File: src/rtl/pong_ball_engine.sv
// pong_ball_engine: once-per-frame ball/score engine for the Pong datapath.
// Advances the ball on each frame tick, resolves wall and paddle bounces, detects goals,
// keeps both scores and sequences serve -> play -> point pause -> idle / game over.
//
// Ports:
//   clk                 pixel clock
//   reset               asynchronous, active-high reset
//   frame_tick_i        one-cycle pulse per frame; all position/score/pause updates use it
//   serve_i             one-cycle serve/restart pulse (honoured in IDLE and OVER only)
//   left_paddle_loc_i   top row of the left paddle
//   right_paddle_loc_i  top row of the right paddle
//   ball_loc_x_o        ball top-left column
//   ball_loc_y_o        ball top-left row
//   left_score_o        left player score
//   right_score_o       right player score
//   game_state_o        0 IDLE, 1 PLAY, 2 SCORED, 3 OVER
//   game_over_o         high while in OVER
module pong_ball_engine #(
    parameter int unsigned FIELD_X_BEGIN  = 8,
    parameter int unsigned FIELD_X_END    = 631,
    parameter int unsigned FIELD_Y_BEGIN  = 8,
    parameter int unsigned FIELD_Y_END    = 471,
    parameter int unsigned BALL_SIZE      = 8,
    parameter int unsigned SPEED          = 2,
    parameter int unsigned PADDLE_W       = 8,
    parameter int unsigned PADDLE_H       = 48,
    parameter int unsigned LEFT_PADDLE_X  = 16,
    parameter int unsigned RIGHT_PADDLE_X = 616,
    parameter int unsigned WIN_SCORE      = 9,
    parameter int unsigned PAUSE_FRAMES   = 60
) (
    input  logic       clk,
    input  logic       reset,
    input  logic       frame_tick_i,
    input  logic       serve_i,
    input  logic [9:0] left_paddle_loc_i,
    input  logic [9:0] right_paddle_loc_i,
    output logic [9:0] ball_loc_x_o,
    output logic [9:0] ball_loc_y_o,
    output logic [3:0] left_score_o,
    output logic [3:0] right_score_o,
    output logic [1:0] game_state_o,
    output logic       game_over_o
);

    localparam logic [1:0] StIdle   = 2'd0;
    localparam logic [1:0] StPlay   = 2'd1;
    localparam logic [1:0] StScored = 2'd2;
    localparam logic [1:0] StOver   = 2'd3;

    // All position arithmetic is 11 bits wide so sums never wrap.
    localparam logic [10:0] CX       = 11'((FIELD_X_BEGIN + FIELD_X_END + 1) / 2 - BALL_SIZE / 2);
    localparam logic [10:0] CY       = 11'((FIELD_Y_BEGIN + FIELD_Y_END + 1) / 2 - BALL_SIZE / 2);
    localparam logic [10:0] SPD      = 11'(SPEED);
    localparam logic [10:0] BALL_EXT = 11'(BALL_SIZE - 1);
    localparam logic [10:0] PAD_EXT  = 11'(PADDLE_H - 1);
    localparam logic [10:0] Y_TOP    = 11'(FIELD_Y_BEGIN);
    localparam logic [10:0] Y_TOP_LIM = 11'(FIELD_Y_BEGIN + SPEED);
    localparam logic [10:0] Y_END    = 11'(FIELD_Y_END);
    localparam logic [10:0] Y_BOT    = 11'(FIELD_Y_END - BALL_SIZE + 1);
    localparam logic [10:0] X_END    = 11'(FIELD_X_END);
    localparam logic [10:0] X_GOAL_L = 11'(FIELD_X_BEGIN + SPEED);
    localparam logic [10:0] L_FACE   = 11'(LEFT_PADDLE_X + PADDLE_W);
    localparam logic [10:0] R_LIMIT  = 11'(RIGHT_PADDLE_X - BALL_SIZE);
    localparam logic [3:0]  WIN      = 4'(WIN_SCORE);

    localparam int unsigned PauseW = (PAUSE_FRAMES > 1) ? $clog2(PAUSE_FRAMES) : 1;
    localparam logic [PauseW-1:0] PAUSE_LAST = PauseW'(PAUSE_FRAMES - 1);

    logic [1:0]        state_q, state_d;
    logic [9:0]        x_q, x_d, y_q, y_d;
    logic              dx_q, dx_d, dy_q, dy_d;
    logic [3:0]        lscore_q, lscore_d, rscore_q, rscore_d;
    logic [PauseW-1:0] pause_q, pause_d;

    logic [10:0] x11, y11, nx_raw, ny_raw, nx, ny;
    logic        ndx, ndy, goal_l, goal_r;
    logic [3:0]  lscore_inc, rscore_inc;
    logic        unused_msb;

    function automatic logic overlaps(input logic [10:0] row, input logic [9:0] pad);
        logic [10:0] p;
        p = {1'b0, pad};
        return (row + BALL_EXT >= p) && (row <= p + PAD_EXT);
    endfunction

    assign x11 = {1'b0, x_q};
    assign y11 = {1'b0, y_q};

    // Bounds are checked before subtracting so the unsigned result never underflows.
    assign nx_raw = dx_q ? x11 + SPD : ((x11 >= SPD) ? x11 - SPD : 11'd0);
    assign ny_raw = dy_q ? y11 + SPD : ((y11 >= SPD) ? y11 - SPD : 11'd0);

    assign goal_l = !dx_q && (x11 < X_GOAL_L);
    assign goal_r = dx_q && (nx_raw + BALL_EXT >= X_END);

    assign lscore_inc = lscore_q + 4'd1;
    assign rscore_inc = rscore_q + 4'd1;

    // Wall bounces first, then paddle tests against the wall-corrected row.
    always_comb begin
        nx  = nx_raw;
        ny  = ny_raw;
        ndx = dx_q;
        ndy = dy_q;

        if (!dy_q && (y11 < Y_TOP_LIM)) begin
            ny  = Y_TOP;
            ndy = 1'b1;
        end else if (dy_q && (ny_raw + BALL_EXT >= Y_END)) begin
            ny  = Y_BOT;
            ndy = 1'b0;
        end

        // Only the frame that crosses the face is tested, so a missed ball keeps going.
        if (!dx_q && (x11 >= L_FACE) && (nx_raw < L_FACE) && overlaps(ny, left_paddle_loc_i)) begin
            nx  = L_FACE;
            ndx = 1'b1;
        end
        if (dx_q && (x11 <= R_LIMIT) && (nx_raw > R_LIMIT) && overlaps(ny, right_paddle_loc_i)) begin
            nx  = R_LIMIT;
            ndx = 1'b0;
        end
    end

    assign unused_msb = nx[10] ^ ny[10];

    always_comb begin
        state_d  = state_q;
        x_d      = x_q;
        y_d      = y_q;
        dx_d     = dx_q;
        dy_d     = dy_q;
        lscore_d = lscore_q;
        rscore_d = rscore_q;
        pause_d  = pause_q;

        case (state_q)
            StIdle: begin
                x_d = CX[9:0];
                y_d = CY[9:0];
                if (serve_i) begin
                    state_d = StPlay;
                end
            end
            StPlay: begin
                if (frame_tick_i) begin
                    if (goal_l) begin
                        // Ball freezes where it is; the serve heads toward the conceding side.
                        rscore_d = rscore_inc;
                        dx_d     = 1'b0;
                        pause_d  = '0;
                        state_d  = (rscore_inc == WIN) ? StOver : StScored;
                    end else if (goal_r) begin
                        lscore_d = lscore_inc;
                        dx_d     = 1'b1;
                        pause_d  = '0;
                        state_d  = (lscore_inc == WIN) ? StOver : StScored;
                    end else begin
                        x_d  = nx[9:0];
                        y_d  = ny[9:0];
                        dx_d = ndx;
                        dy_d = ndy;
                    end
                end
            end
            StScored: begin
                if (frame_tick_i) begin
                    if (pause_q == PAUSE_LAST) begin
                        pause_d = '0;
                        x_d     = CX[9:0];
                        y_d     = CY[9:0];
                        dy_d    = 1'b1;
                        state_d = StIdle;
                    end else begin
                        pause_d = pause_q + 1'b1;
                    end
                end
            end
            default: begin // StOver
                if (frame_tick_i) begin
                    x_d = CX[9:0];
                    y_d = CY[9:0];
                end
                if (serve_i) begin
                    x_d      = CX[9:0];
                    y_d      = CY[9:0];
                    lscore_d = '0;
                    rscore_d = '0;
                    dx_d     = 1'b1;
                    dy_d     = 1'b1;
                    state_d  = StIdle;
                end
            end
        endcase
    end

    always_ff @(posedge clk or posedge reset) begin
        if (reset) begin
            state_q  <= StIdle;
            x_q      <= CX[9:0];
            y_q      <= CY[9:0];
            dx_q     <= 1'b1;
            dy_q     <= 1'b1;
            lscore_q <= '0;
            rscore_q <= '0;
            pause_q  <= '0;
        end else begin
            state_q  <= state_d;
            x_q      <= x_d;
            y_q      <= y_d;
            dx_q     <= dx_d;
            dy_q     <= dy_d;
            lscore_q <= lscore_d;
            rscore_q <= rscore_d;
            pause_q  <= pause_d;
        end
    end

    assign ball_loc_x_o  = x_q;
    assign ball_loc_y_o  = y_q;
    assign left_score_o  = lscore_q;
    assign right_score_o = rscore_q;
    assign game_state_o  = state_q;
    assign game_over_o   = (state_q == StOver);

endmodule

File: config.mk
export PLATFORM = sky130hd
export DESIGN_NAME = pong_ball_engine
export DESIGN_NICKNAME = d
export VERILOG_FILES = /design/src/rtl/pong_ball_engine.sv
export SDC_FILE = /design/constraint.sdc
export NUM_CORES = 1
export LEC_CHECK = 0
export ABC_CLOCK_PERIOD_IN_PS = 7200
export CAP_MARGIN = 20
export CORE_MARGIN = 2
export CORE_UTILIZATION = 55
export CTS_BUF_LIST = sky130_fd_sc_hd__clkbuf_8
export DETAILED_ROUTE_END_ITERATION = 8
export PLACE_DENSITY = 0.89
export SETUP_SLACK_MARGIN = 0.4
export SKIP_LAST_GASP = 1
export SLEW_MARGIN = 20
export SYNTH_ARGS = -nofsm -noshare
export SYNTH_HDL_FRONTEND = slang
export SYNTH_SLANG_ARGS = --single-unit
File: constraint.sdc
create_clock -name clk -period 7.2 [get_ports clk]
set_input_delay 1.44 -clock clk [delete_from_list [all_inputs] [get_ports clk]]
set_output_delay 1.44 -clock clk [all_outputs]
set_load 0.03 [all_outputs]
==> results.tsv <==
metric	value	unit
Via density	6.83	
sw frac	0.562	
Via Count	5552	
Final Cell Area	5850	µm²
status	finished clean	
first-iteration detailed-routing DRC count	631	
Post-synth top flop	dfrtp_1	
Clock Power Share	0.056	
Max Root-Sink Buffers	2	
gp weighted congestion	0.981	
Mapped Area	5150	µm²
CP cell instances	inv_1, ha_1, or4b_1, o41ai_4, ha_1, nand3_1, o2111ai_1, or3b_1, o211ai_2, a31oi_4, buf_4, a21oi_1, ha_1, a21o_1, a21oi_1, nor2b_1, o21ai_0, a21oi_1, a211oi_1, o2111a_1, o22ai_2, a31oi_1, a2bb2oi_1	
grt ovf	0	
Hold WS	0.508	ns
met2 usage	0.489	
DRC violations left	0	
Die X-Extent	101	µm
Crit. End Element	flip-flop	
first-pass detailed-route iteration total	6	
cell taking the most area after synthesis	ha_1	
final core occ	0.639	
Avg WL per Cell	18.2	µm
Antenna Diode Count	0	
setup TNS	0	ns
internal power	1.27	mW
clock period minus worst slack	6.27	ns
I/O pin total	55	
die footprint	10200	µm²
Clock Tree Root	clkbuf_8	
placed inst area	5700	µm²
Leakage	2.47	nW
Comb pwr share	0.766	
most frequent cell after synthesis	ha_1	
clk sinks	38	
Post-synth EDFFs	0	
core footprint	9150	µm²
Num CTS Buffers	5	
CTS tree	done	
Max VDD drop	0.000183	V
HPWL after detailed placement	11.3	mm
RSZ-0062 raised after global routing	false	
vias in the first global route	5066	
antenna-violating nets left	0	
share of cells above drive strength 1	0.0855	
Hold Crit Class	flip-flop to flip-flop	
Clk pin slew, worst setup/hold paths	0.08	ns
hold_buf cts	0	
sequential-to-total area share from yosys stat	0.187	
Netlist cell types	82	
first-pass GRT wire length	24.2	mm
Synth Register Bits	38	
Area contributors post-synth	ha_1 14%, dfrtp_1 13%, dfstp_2 6.1%, a21oi_1 4.8%, o21ai_0 4.7%	
switching power	1.62	mW
f_max	160	MHz
maxcap violations	0	
Critical Path AT	6.49	ns
clk_lat worst skew	0.30	ns
nature of the critical path startpoint	flip-flop	
DRT Wirelength	14.8	mm
CP Data Required Time	7.42	ns
Final Hold Fails	0	
Die Ht	101	µm
Tcrit/Tclk final	0.870	
htree depth	2	
antenna violations before repair	0	
GRT Overall Usage	0.288	
Setup CP Type	flip-flop to flip-flop	
Row Count	35	
share of the synthesized area in the top cell type	0.136	
Final Skew	0.00526	ns
Worst Path Max Fanout	11	
Post-synth ARST share	1.00	
Cells after Synth	663	
yosys warns	0	
critical path's slowest cell	or4b_1	
R2R setup slack	0.93	ns
Slew Limit Fails	0	
met3 Use GR	0.0347	
met1 GRT Util	0.382	
sequential power share	0.178	
Initial Utilization	0.563	
busiest layer in global routing	met2	
synth cell count leaders	56 x ha_1, 54 x nand2_1, 49 x a21oi_1, 49 x nor2_1, 48 x o21ai_0	
NumNets Final	781	
I/O Buffers	54	
slowest stage delay, CP	0.61	ns
final setup fails	0	
PD cells	493	nW/µm²
worst-margin pin slew	0.979	ns
largest net degree at the start of global routing	39	
relative slew slack	0.345	
syn avg cell area	7.78	µm²
Layout Area Growth over Synthesis	13.5	%
worst paths after layout:
path / startpoint / end / cells after the start
max: ball_loc_y_o[1] / dx_q / 23
max in group asynchronous: reset / ball_loc_y_o[2] / 3
min in group asynchronous: reset / pause_q[4] / 3
min reg2reg: pause_q[4] / pause_q[4] / 1
max reg2reg: ball_loc_y_o[1] / dx_q / 23
min: pause_q[4] / pause_q[4] / 1
registers in the layout, indices dropped and copies added, names as in the netlist:
| signal | flops |
|---|---|
| left_score_o | 4 |
| right_score_o | 4 |
| ball_loc_x_o | 10 |
| dx_q | 1 |
| ball_loc_y_o | 10 |
| dy_q | 1 |
| pause_q | 6 |
| game_state_o | 2 |
cell usage in the layout, fill, tap and decap left out, types with 7 or more instances in the layout:
| cell | count |
|---|---|
| a21o_1 | 11 |
| a21oi_1 | 49 |
| a31oi_1 | 9 |
| clkdlybuf4s50_1 | 54 |
| dfrtp_1 | 26 |
| dfstp_2 | 12 |
| ha_1 | 56 |
| inv_1 | 45 |
| mux2i_1 | 10 |
| nand2_1 | 54 |
| nand2b_1 | 10 |
| nand3_1 | 27 |
| nand4_1 | 18 |
| nor2_1 | 49 |
| nor2b_1 | 10 |
| nor3_1 | 12 |
| nor4b_1 | 7 |
| o21ai_0 | 47 |
| o22a_1 | 7 |
| o22ai_1 | 9 |
| or3_1 | 7 |
| or4_1 | 7 |
| xnor2_1 | 24 |
| xor2_1 | 11 |
cell families after synthesis:
group / synth area share
AO/OA/AOI/OAI: 0.263
AND/OR/NAND/NOR: 0.262
multiplexers: 0.0289
adder cells (fa/ha/maj): 0.136
XOR/XNOR: 0.0595
other: 0.000727
buffers and inverters: 0.0629
flip-flops: 0.187
what timing repair did:
| item | CTS | global route |
|---|---|---|
| endpoints found under the hold margin | 0 | 0 |
| buffers inserted | 0 | 3 |
| setup endpoints to repair | 0 | 9 |
| resized for setup | 0 | 5 |
metal layers:
layer / vias up / wire [µm]
met5: - / 0
met4: 0 / 486
met3: 63 / 1180
met2: 324 / 7160
met1: 2624 / 5970
li1: 2541 / -
critical path, delay by kind of cell (launching register included):
kind,cells,cell delay [ns]
flip-flops,1,0.50
buffers and inverters,2,0.41
adder cells (fa/ha/maj),3,0.90
AND/OR/NAND/NOR,4,1.21
AO/OA/AOI/OAI,14,3.15
through the flow:
| stage | instances | total power, mW | setup slack [ns] |
|---|---|---|---|
| final | 813 | 2.89 | 0.934 |
| after global routing | 813 | 3.10 | 0.500 |
| after CTS | 810 | 2.78 | 0.664 |
| after detailed placement | 802 | 2.61 | 0.685 |
| after global placement | 802 | 2.50 | 1.09 |
| after floorplan | 664 | 2.08 | 1.51 |
cell type report:
cell class | count | area (µm²)
timing repair buffer | 59 | 578
clock buffer | 6 | 82.6
clock inverter | 2 | 12.5
tap | 111 | 139
inverter | 45 | 169
fill | 754 | 3300
multi-input combinational | 552 | 3910
sequential | 38 | 966
power groups by stage:
stage	sequential (mW)	clock (mW)	combinational (mW)
global placement	0.496	0	2.00
CTS	0.500	0.160	2.12
detailed placement	0.504	0	2.11
global route	0.530	0.169	2.40
finish	0.514	0.162	2.21
floorplan	0.492	0	1.58
(Power assumes the default switching activity.)
